## src/rtl/time_of_day_counter_pkg.sv

```systemverilog
// Shared types and constants for the time-of-day counter.
package time_of_day_counter_pkg;

  // One BCD display digit.
  typedef logic [3:0] bcd_t;

  localparam int SEC_MAX     = 59;
  localparam int MIN_MAX     = 59;
  localparam int HOUR_MAX_24 = 23;
  localparam int HOUR_MAX_12 = 12;
  localparam int HOUR_MIN_12 = 1;

  // True when the two-digit BCD pair encodes the given decimal value.
  function automatic logic bcd_equals(bcd_t tens, bcd_t ones, int value);
    return (tens == bcd_t'(value / 10)) && (ones == bcd_t'(value % 10));
  endfunction

endpackage

```

## src/rtl/time_of_day_counter_bcd_pair_counter.sv

```systemverilog
// Two-digit BCD counter running MIN_VAL..MAX_VAL. Each enabled cycle adds
// one; at MAX_VAL it wraps to MIN_VAL and raises carry for that cycle.
// clear loads MIN_VAL and takes priority over enable (no carry).
module bcd_pair_counter
  import time_of_day_counter_pkg::*;
#(
  parameter int MIN_VAL   = 0,
  parameter int MAX_VAL   = 59,
  parameter int RESET_VAL = 0
) (
  input  logic clk,
  input  logic rst,
  input  logic clear,
  input  logic enable,
  output bcd_t tens,
  output bcd_t ones,
  output logic carry
);

  localparam bcd_t MIN_TENS = bcd_t'(MIN_VAL / 10);
  localparam bcd_t MIN_ONES = bcd_t'(MIN_VAL % 10);
  localparam bcd_t RST_TENS = bcd_t'(RESET_VAL / 10);
  localparam bcd_t RST_ONES = bcd_t'(RESET_VAL % 10);

  logic at_max;

  assign at_max = bcd_equals(tens, ones, MAX_VAL);
  assign carry  = enable && at_max && !clear;

  // Advance the digit pair, wrapping from MAX_VAL back to MIN_VAL.
  always_ff @(posedge clk or posedge rst) begin
    // NOTE: registers take non-blocking assignments so every flop samples
    // the pre-edge values of its neighbours, independent of block order.
    if (rst) begin
      tens <= RST_TENS;
      ones <= RST_ONES;
    end else if (clear) begin
      tens <= MIN_TENS;
      ones <= MIN_ONES;
    end else if (enable) begin
      if (at_max) begin
        tens <= MIN_TENS;
        ones <= MIN_ONES;
      end else if (ones == bcd_t'(9)) begin
        tens <= tens + bcd_t'(1);
        ones <= '0;
      end else begin
        ones <= ones + bcd_t'(1);
      end
    end
  end

endmodule

```

## src/rtl/time_of_day_counter.sv

```systemverilog
// Time-of-day clock: prescaler divides clk down to one-second steps that
// ripple through seconds, minutes and hours BCD pairs. Two set buttons
// (synchronized, rising-edge detected) bump minutes or hours.
// Build option: define TIME_12H_EN for a 12-hour display (01..12 plus pm);
// otherwise hours run 00..23 and pm is tied low.
module time_of_day_counter
  import time_of_day_counter_pkg::*;
#(
  parameter int CLK_HZ = 50000000
) (
  input  logic       clk,
  input  logic       reset,
  input  logic       run,
  input  logic       inc_min,
  input  logic       inc_hour,
  output logic [3:0] sec_ones,
  output logic [3:0] sec_tens,
  output logic [3:0] min_ones,
  output logic [3:0] min_tens,
  output logic [3:0] hour_ones,
  output logic [3:0] hour_tens,
  output logic       sec_tick,
  output logic       colon,
  output logic       pm
);

`ifdef TIME_12H_EN
  localparam bit TWELVE_HOUR = 1'b1;
`else
  localparam bit TWELVE_HOUR = 1'b0;
`endif

  localparam int HOUR_MIN   = TWELVE_HOUR ? HOUR_MIN_12 : 0;
  localparam int HOUR_MAX   = TWELVE_HOUR ? HOUR_MAX_12 : HOUR_MAX_24;
  localparam int HOUR_RESET = TWELVE_HOUR ? HOUR_MAX_12 : 0;

  localparam int               PRE_W    = (CLK_HZ > 1) ? $clog2(CLK_HZ) : 1;
  localparam logic [PRE_W-1:0] PRE_LAST = PRE_W'(CLK_HZ - 1);
  localparam logic [PRE_W-1:0] PRE_HALF = PRE_W'(CLK_HZ / 2);

  logic [PRE_W-1:0] prescaler;
  logic [1:0]       min_sync;
  logic [1:0]       hour_sync;
  logic             min_prev;
  logic             hour_prev;
  logic             min_set;
  logic             hour_set;
  logic             sec_advance;
  logic             sec_carry;
  logic             min_carry;
  logic             min_en;
  logic             hour_en;
  logic             day_wrap_unused;

  // One action per synchronized rising edge: a held button acts once.
  assign min_set  = min_sync[1] && !min_prev;
  assign hour_set = hour_sync[1] && !hour_prev;

  assign sec_advance = run && (prescaler == PRE_LAST);

  // Setting minutes is a direct bump and must not carry into hours; a
  // coincident seconds rollover merges into the same single increment.
  assign min_en  = sec_carry || min_set;
  assign hour_en = hour_set || (min_carry && !min_set);

  assign colon = !run || (prescaler < PRE_HALF);

  // Two-flop synchronizers plus the previous-level flop for edge detection.
  always_ff @(posedge clk or posedge reset) begin
    if (reset) begin
      min_sync  <= '0;
      hour_sync <= '0;
      min_prev  <= 1'b0;
      hour_prev <= 1'b0;
    end else begin
      min_sync  <= {min_sync[0], inc_min};
      hour_sync <= {hour_sync[0], inc_hour};
      min_prev  <= min_sync[1];
      hour_prev <= hour_sync[1];
    end
  end

  // Divide clk to one-second steps; a minute set restarts the second.
  always_ff @(posedge clk or posedge reset) begin
    if (reset) begin
      prescaler <= '0;
    end else if (min_set) begin
      prescaler <= '0;
    end else if (run) begin
      prescaler <= sec_advance ? '0 : prescaler + PRE_W'(1);
    end
  end

  // Registered so the pulse lines up with the freshly updated digits.
  always_ff @(posedge clk or posedge reset) begin
    if (reset) sec_tick <= 1'b0;
    else       sec_tick <= sec_advance;
  end

  bcd_pair_counter #(
    .MIN_VAL  (0),
    .MAX_VAL  (SEC_MAX),
    .RESET_VAL(0)
  ) u_seconds (
    .clk   (clk),
    .rst   (reset),
    .clear (min_set),
    .enable(sec_advance),
    .tens  (sec_tens),
    .ones  (sec_ones),
    .carry (sec_carry)
  );

  bcd_pair_counter #(
    .MIN_VAL  (0),
    .MAX_VAL  (MIN_MAX),
    .RESET_VAL(0)
  ) u_minutes (
    .clk   (clk),
    .rst   (reset),
    .clear (1'b0),
    .enable(min_en),
    .tens  (min_tens),
    .ones  (min_ones),
    .carry (min_carry)
  );

  // The hour wrap marks the day boundary; nothing downstream consumes it.
  bcd_pair_counter #(
    .MIN_VAL  (HOUR_MIN),
    .MAX_VAL  (HOUR_MAX),
    .RESET_VAL(HOUR_RESET)
  ) u_hours (
    .clk   (clk),
    .rst   (reset),
    .clear (1'b0),
    .enable(hour_en),
    .tens  (hour_tens),
    .ones  (hour_ones),
    .carry (day_wrap_unused)
  );

`ifdef TIME_12H_EN
  // Flip the afternoon flag on the 11 -> 12 step, from counting or setting.
  always_ff @(posedge clk or posedge reset) begin
    if (reset) begin
      pm <= 1'b0;
    end else if (hour_en && bcd_equals(hour_tens, hour_ones, HOUR_MAX_12 - 1)) begin
      pm <= !pm;
    end
  end
`else
  assign pm = 1'b0;
`endif

endmodule
```

## config.mk

```make
export PLATFORM = sky130hd
export DESIGN_NAME = time_of_day_counter
export DESIGN_NICKNAME = d
export VERILOG_FILES = /design/src/rtl/time_of_day_counter_pkg.sv /design/src/rtl/time_of_day_counter_bcd_pair_counter.sv /design/src/rtl/time_of_day_counter.sv
export SDC_FILE = /design/constraint.sdc
export NUM_CORES = 1
export LEC_CHECK = 0
export BUFFER_PORTS_ARGS = -buffer_cell sky130_fd_sc_hd__buf_2
export CORE_UTILIZATION = 60
export DETAILED_ROUTE_END_ITERATION = 16
export HOLD_SLACK_MARGIN = 0.05
export PLACE_DENSITY = 0.81
export SLEW_MARGIN = 20
export SYNTH_ARGS = -nofsm -noshare
export SYNTH_HDL_FRONTEND = slang
export SYNTH_SLANG_ARGS = --single-unit
```

## constraint.sdc

```tcl
create_clock -name clk -period 6.2 [get_ports clk]
set_input_delay 1.24 -clock clk [delete_from_list [all_inputs] [get_ports clk]]
set_output_delay 1.24 -clock clk [all_outputs]
set_load 0.03 [all_outputs]
```

# After elaboration in Yosys (flattened, before gate mapping)
# Cells that the tools add are included.
# word_totals
out_inout_bits	27
elab_cells	72
mem_bits_rw	0
inputBits	5
regBits	57
rom_bits	0
mem_count	0
latchBits	0
# op_classes
add_sub_neg	7
n_mul	0
div	0
eq_ne	8
reduce_logical	25
bitwise_logic	0
shift	0
mux	19
n_lt_le_gt_ge	1
# ops
operator	n
$mux W26	3
$mux W4	16
$add A26 B1 Y26 const B	1
$eq A26 B26 Y1 const B	1
$lt A26 B25 Y1 const B	1
$add A4 B1 Y4 const B	6
$eq A4 B4 Y1 const B	3
$logic_and A1 B1 Y1	10
$eq A4 B2 Y1 const B	2
$eq A4 B3 Y1 const B	2
$reduce_bool A2 Y1	4
$reduce_and A2 Y1	3
$logic_not A1 Y1	4
$logic_or A1 B1 Y1	3
$reduce_bool A3 Y1	1

# Longest topological paths before layout
# depth
depth_word	9
depth_mapped	8
mapped_depth_nobuf	7

# Hierarchy
# From an unflattened synthesis, not the netlist that was laid out.
# hier_totals
cells_unflattened	344
hier_area_um2	3280.6
# modules_own_cells
mod	cells_per_inst	area_per_inst_um2	n_inst	seq_area_each_um2
time_of_day_counter	185	1765.4	1	825.8
bcd_pair_counter (u_minutes ...)	51	488.0	2	200.2
bcd_pair_counter (u_hours)	57	539.3	1	200.2

# Least setup slack after synthesis
# Ideal clock, no wire load.
# synth_timing
kind	input to output
from	input run
to	output colon
slack_ps	3009
required_time_ps	4960
n_path_buf	1
stages	3
t_arrival_ps	1951
cell_sequence	clkbuf_1 -> nand3_1 -> o32a_1
# synth_via
elab_chain_cells	2
# synth_rtl
item	line_no	rtl
from (decl)	time_of_day_counter.sv:13	input logic run,
$logic_not A1 Y1	time_of_day_counter.sv:66	assign colon = !run || (prescaler < PRE_HALF);
$logic_or A1 B1 Y1	time_of_day_counter.sv:66	
to (decl)	time_of_day_counter.sv:23	output logic colon,
# Every way passes these cells.

# Worst setup path after layout
# layout_timing
from	register prescaler[8]
to	output colon
# layout_via
elab_chain_cells	2
# layout_rtl
item	line_no	rtl
from (decl)	time_of_day_counter.sv:41	logic [PRE_W-1:0] prescaler;
from (signal assigned)	time_of_day_counter.sv:90	prescaler <= sec_advance ? '0 : prescaler + PRE_W'(1);
$lt A26 B25 Y1	time_of_day_counter.sv:66	
$logic_or A1 B1 Y1	time_of_day_counter.sv:66	
# Every way passes these cells.

==> impl_results.md <==
- Row cnt: 25
- Vias per cell: 5.83
- Multi-input logic area: 0.00153 mm^2
- Placed cell count: 401
- Fin Setup TNS: 0 ns
- Post-CTS Resized: 0
- Mapped Nets: 331
- Flops & latches, synth: 57
- Core area: 0.00482 mm^2
- Max rail drop VDD: 169 uV
- YS warnings: 0
- Status: finished clean
- Die Ht: 73.4 um
- Power Total: 0.00107 W
- Synth top area share: 0.466
- Min-Delay Path Depth: 0
- Port bufs: 30
- Initial Util: 0.636
- CTS Buf Count: 9
- Final hold viol count: 0
- Router iterations before antenna repair: 6
- Pins Over Slew Limit: 0
- Worst hold slack: 0.347 ns
- Pin count of the biggest net entering global routing: 58
- Startpoint types: flip-flop
- Seq/Total Area, Yosys: 0.466
- Static Leak: 1.55 nW
- Drt total wl: 6100 um
- Clock Sinks: 57
- WP data arrival: 2.09 ns
- H-Tree Depth: 3
- Primary FF master, synth: dfrtp_1
- Crit Path Max Fanout: 5
- Crit Reg-Reg Startpoint: prescaler[8]$_DFFE_PP0P_
- Worst Path Required: 4.96 ns
- CTS tree: yes
- Synth Cell Area: 0.00306 mm^2
- GRT Resource Usage Total: 0.256
- Synth-to-Final Area Change: 11.1%
- Crit path time final: 3.33 ns
- Worst Hold End: min_sync[1]$_DFF_PP0_
- Fin cells: 414
- Reg2Reg Depth: 5
- Syn_area_per_cell: 9.78 um^2
- Filler Cells Inserted: 413
- Hold Crit Start: min_sync[0]$_DFF_PP0_
- Initial antenna violation count: 0
- Nets: 363
- Post-Syn Instances: 313
- DP HPWL: 4250 um
- Grt ovf: 0
- Clk slew on worst S/H paths: 0.06 ns
- Die width: 73.4 um
- Distinct cell type count after synthesis: 51
- Cell taking the most area after synthesis: dfrtp_1
- RSZ-0062 raised after global routing: no
- # DRC: 0
- Post-CTS Setup Bufs: 0
- Actual slew at the worst max-slew pin: 0.860 ns
- Drt wl/cell: 14.7 um
- Critical path class: flip-flop to output port
- Vias in the first global route: 2,292
- Max Root-Sink Buffers: 2
- Top achievable clock speed: 301 MHz
- Number of synthesized flops with an enable pin: 0
- Reg area: 0.00143 mm^2
- Async set-reset flop share out of synthesis: 1.00
- Number of max-cap violations: 0
- Worst Setup End Kind: output port
- Power Density: 315 mW/mm^2
- Setup violators final: 0
- Worst skew pair latency: 0.33 ns
- CTS hold repair buffers: 0
- Diode count: 0
- Root buffer cell: clkbuf_8
- Relative slew slack: 0.425
- Initial drt markers: 152
- # IOs: 32
- Vias after detailed routing: 2,415
- Final worst-path cycle share: 0.537
- R2R Setup Slk: 3.57 ns
- Dominant cells by area after synthesis: dfrtp_1, nor2_1, ha_1, xnor2_1, nand2_1
- Min-Delay Path Class: flip-flop to flip-flop
- Worst R2R End: u_seconds.ones[1]$_DFFE_PP0P_
- First-pass GRT wire length: 10,400 um
- Layout cells sized above 1: 0.159
- Final ANT Viol Nets: 0
- Die ar.: 0.00539 mm^2
- Clk_skew: 0.00460 ns
- Placer Congestion: 0.807
logic make-up (layout without fill, tap and decap cells):
kind of cell    count (synthesis)  after routing  synth area share
buf+inv                        24             58            0.0343
compound gates                 43             43            0.0928
mux                             8              8            0.0282
fa+ha+maj                      13             13            0.0531
xor+xnor                       26             26            0.0744
flops                          57             57             0.466
other cells                     1              1           0.00122
simple gates                  141            141             0.250
area by class of cell:
class / count / share of cell area
well taps: 67 / 0.0247
flip-flops and latches: 57 / 0.419
clock buffers: 12 / 0.0427
multi-input cells: 232 / 0.450
repair buffers: 31 / 0.0464
clock inverters: 1 / 0.00147
inverters: 14 / 0.0155
per-stage QoR:
stage / setup WS (ns) / utilization / instance area, um^2
6_report: 2.87 / 0.706 / 3400
5_1_grt: 2.75 / 0.706 / 3400
4_1_cts: 2.86 / 0.706 / 3400
3_5_place_dp: 3.00 / 0.675 / 3250
3_3_place_gp: 3.03 / 0.675 / 3250
2_1_floorplan: 3.01 / - / 3060
cell usage after synthesis (7+ instances only):
cell	count
o21ai_0	12
nand4_1	9
xnor2_1	18
dfrtp_1	57
nand3_1	15
nand2_1	23
nor3_1	8
a21oi_1	7
xor2_1	8
ha_1	13
inv_1	14
nor2_1	44
nor4_1	8
worst max path at each step:
stage	from	endpoint	slack, ns	cells after the start
6_report	prescaler[8]$_DFFE_PP0P_	colon	2.87	6
2_1_floorplan	run	colon	3.01	3
5_1_grt	prescaler[12]$_DFFE_PP0P_	colon	2.75	5
3_5_place_dp	run	colon	3.00	4
3_3_place_gp	run	colon	3.03	4
4_1_cts	prescaler[8]$_DFFE_PP0P_	colon	2.86	6
where the power goes:
group	leakage (nW)	internal (W)	switching [W]
clock network	0.0782	0.000149	0.000132
logic	0.717	0.000107	0.000194
registers	0.751	0.000423	0.0000673
total	1.55	0.000678	0.000393
per-layer routing:
metal / vias up / share of wire / track usage
met5: - / 0 / 0
met4: 0 / 0.014 / 0.0962
met3: 7 / 0.043 / 0.0576
met2: 59 / 0.50 / 0.441
met1: 1177 / 0.45 / 0.315
li1: 1172 / - / -
worst max-delay path, stage by stage, from the launching register on:
cell and delay [ns]:
dfrtp_1 0.43, or4_1 0.59, nor2_1 0.13, o31ai_1 0.07
a21oi_1 0.17, o32a_1 0.17, buf_2 0.19
placed cells by master (no fill, tap or decap), types with 2 or more instances in the layout:
| master | count |
|---|---|
| and3_1 | 5 |
| o21ai_1 | 2 |
| mux2i_1 | 3 |
| buf_2 | 30 |
| nor4_4 | 2 |
| a21oi_1 | 7 |
| nand4_1 | 9 |
| ha_1 | 13 |
| xnor2_1 | 18 |
| inv_1 | 13 |
| mux2_2 | 4 |
| nor4_1 | 8 |
| nand2b_1 | 2 |
| nand3_1 | 15 |
| or4_1 | 4 |
| o22ai_1 | 2 |
| clkbuf_1 | 2 |
| nor3_1 | 8 |
| and3b_1 | 4 |
| nand3b_1 | 2 |
| nor2_1 | 44 |
| o21ai_0 | 12 |
| clkbuf_8 | 10 |
| nor2b_1 | 3 |
| nand2_1 | 23 |
| o31ai_1 | 4 |
| o211ai_1 | 2 |
| dfrtp_1 | 57 |
| o41ai_1 | 3 |
| xor2_1 | 8 |
| o2bb2ai_1 | 2 |
| and4_1 | 5 |
state kept, by name, indices dropped and copies added, names as in the netlist:
signal          count
sec_tick            1
u_minutes.ones      4
hour_sync           2
u_minutes.tens      4
u_hours.tens        4
min_prev            1
min_sync            2
prescaler          26
hour_prev           1
u_seconds.ones      4
u_seconds.tens      4
u_hours.ones        4
(Power assumes the default switching activity.)
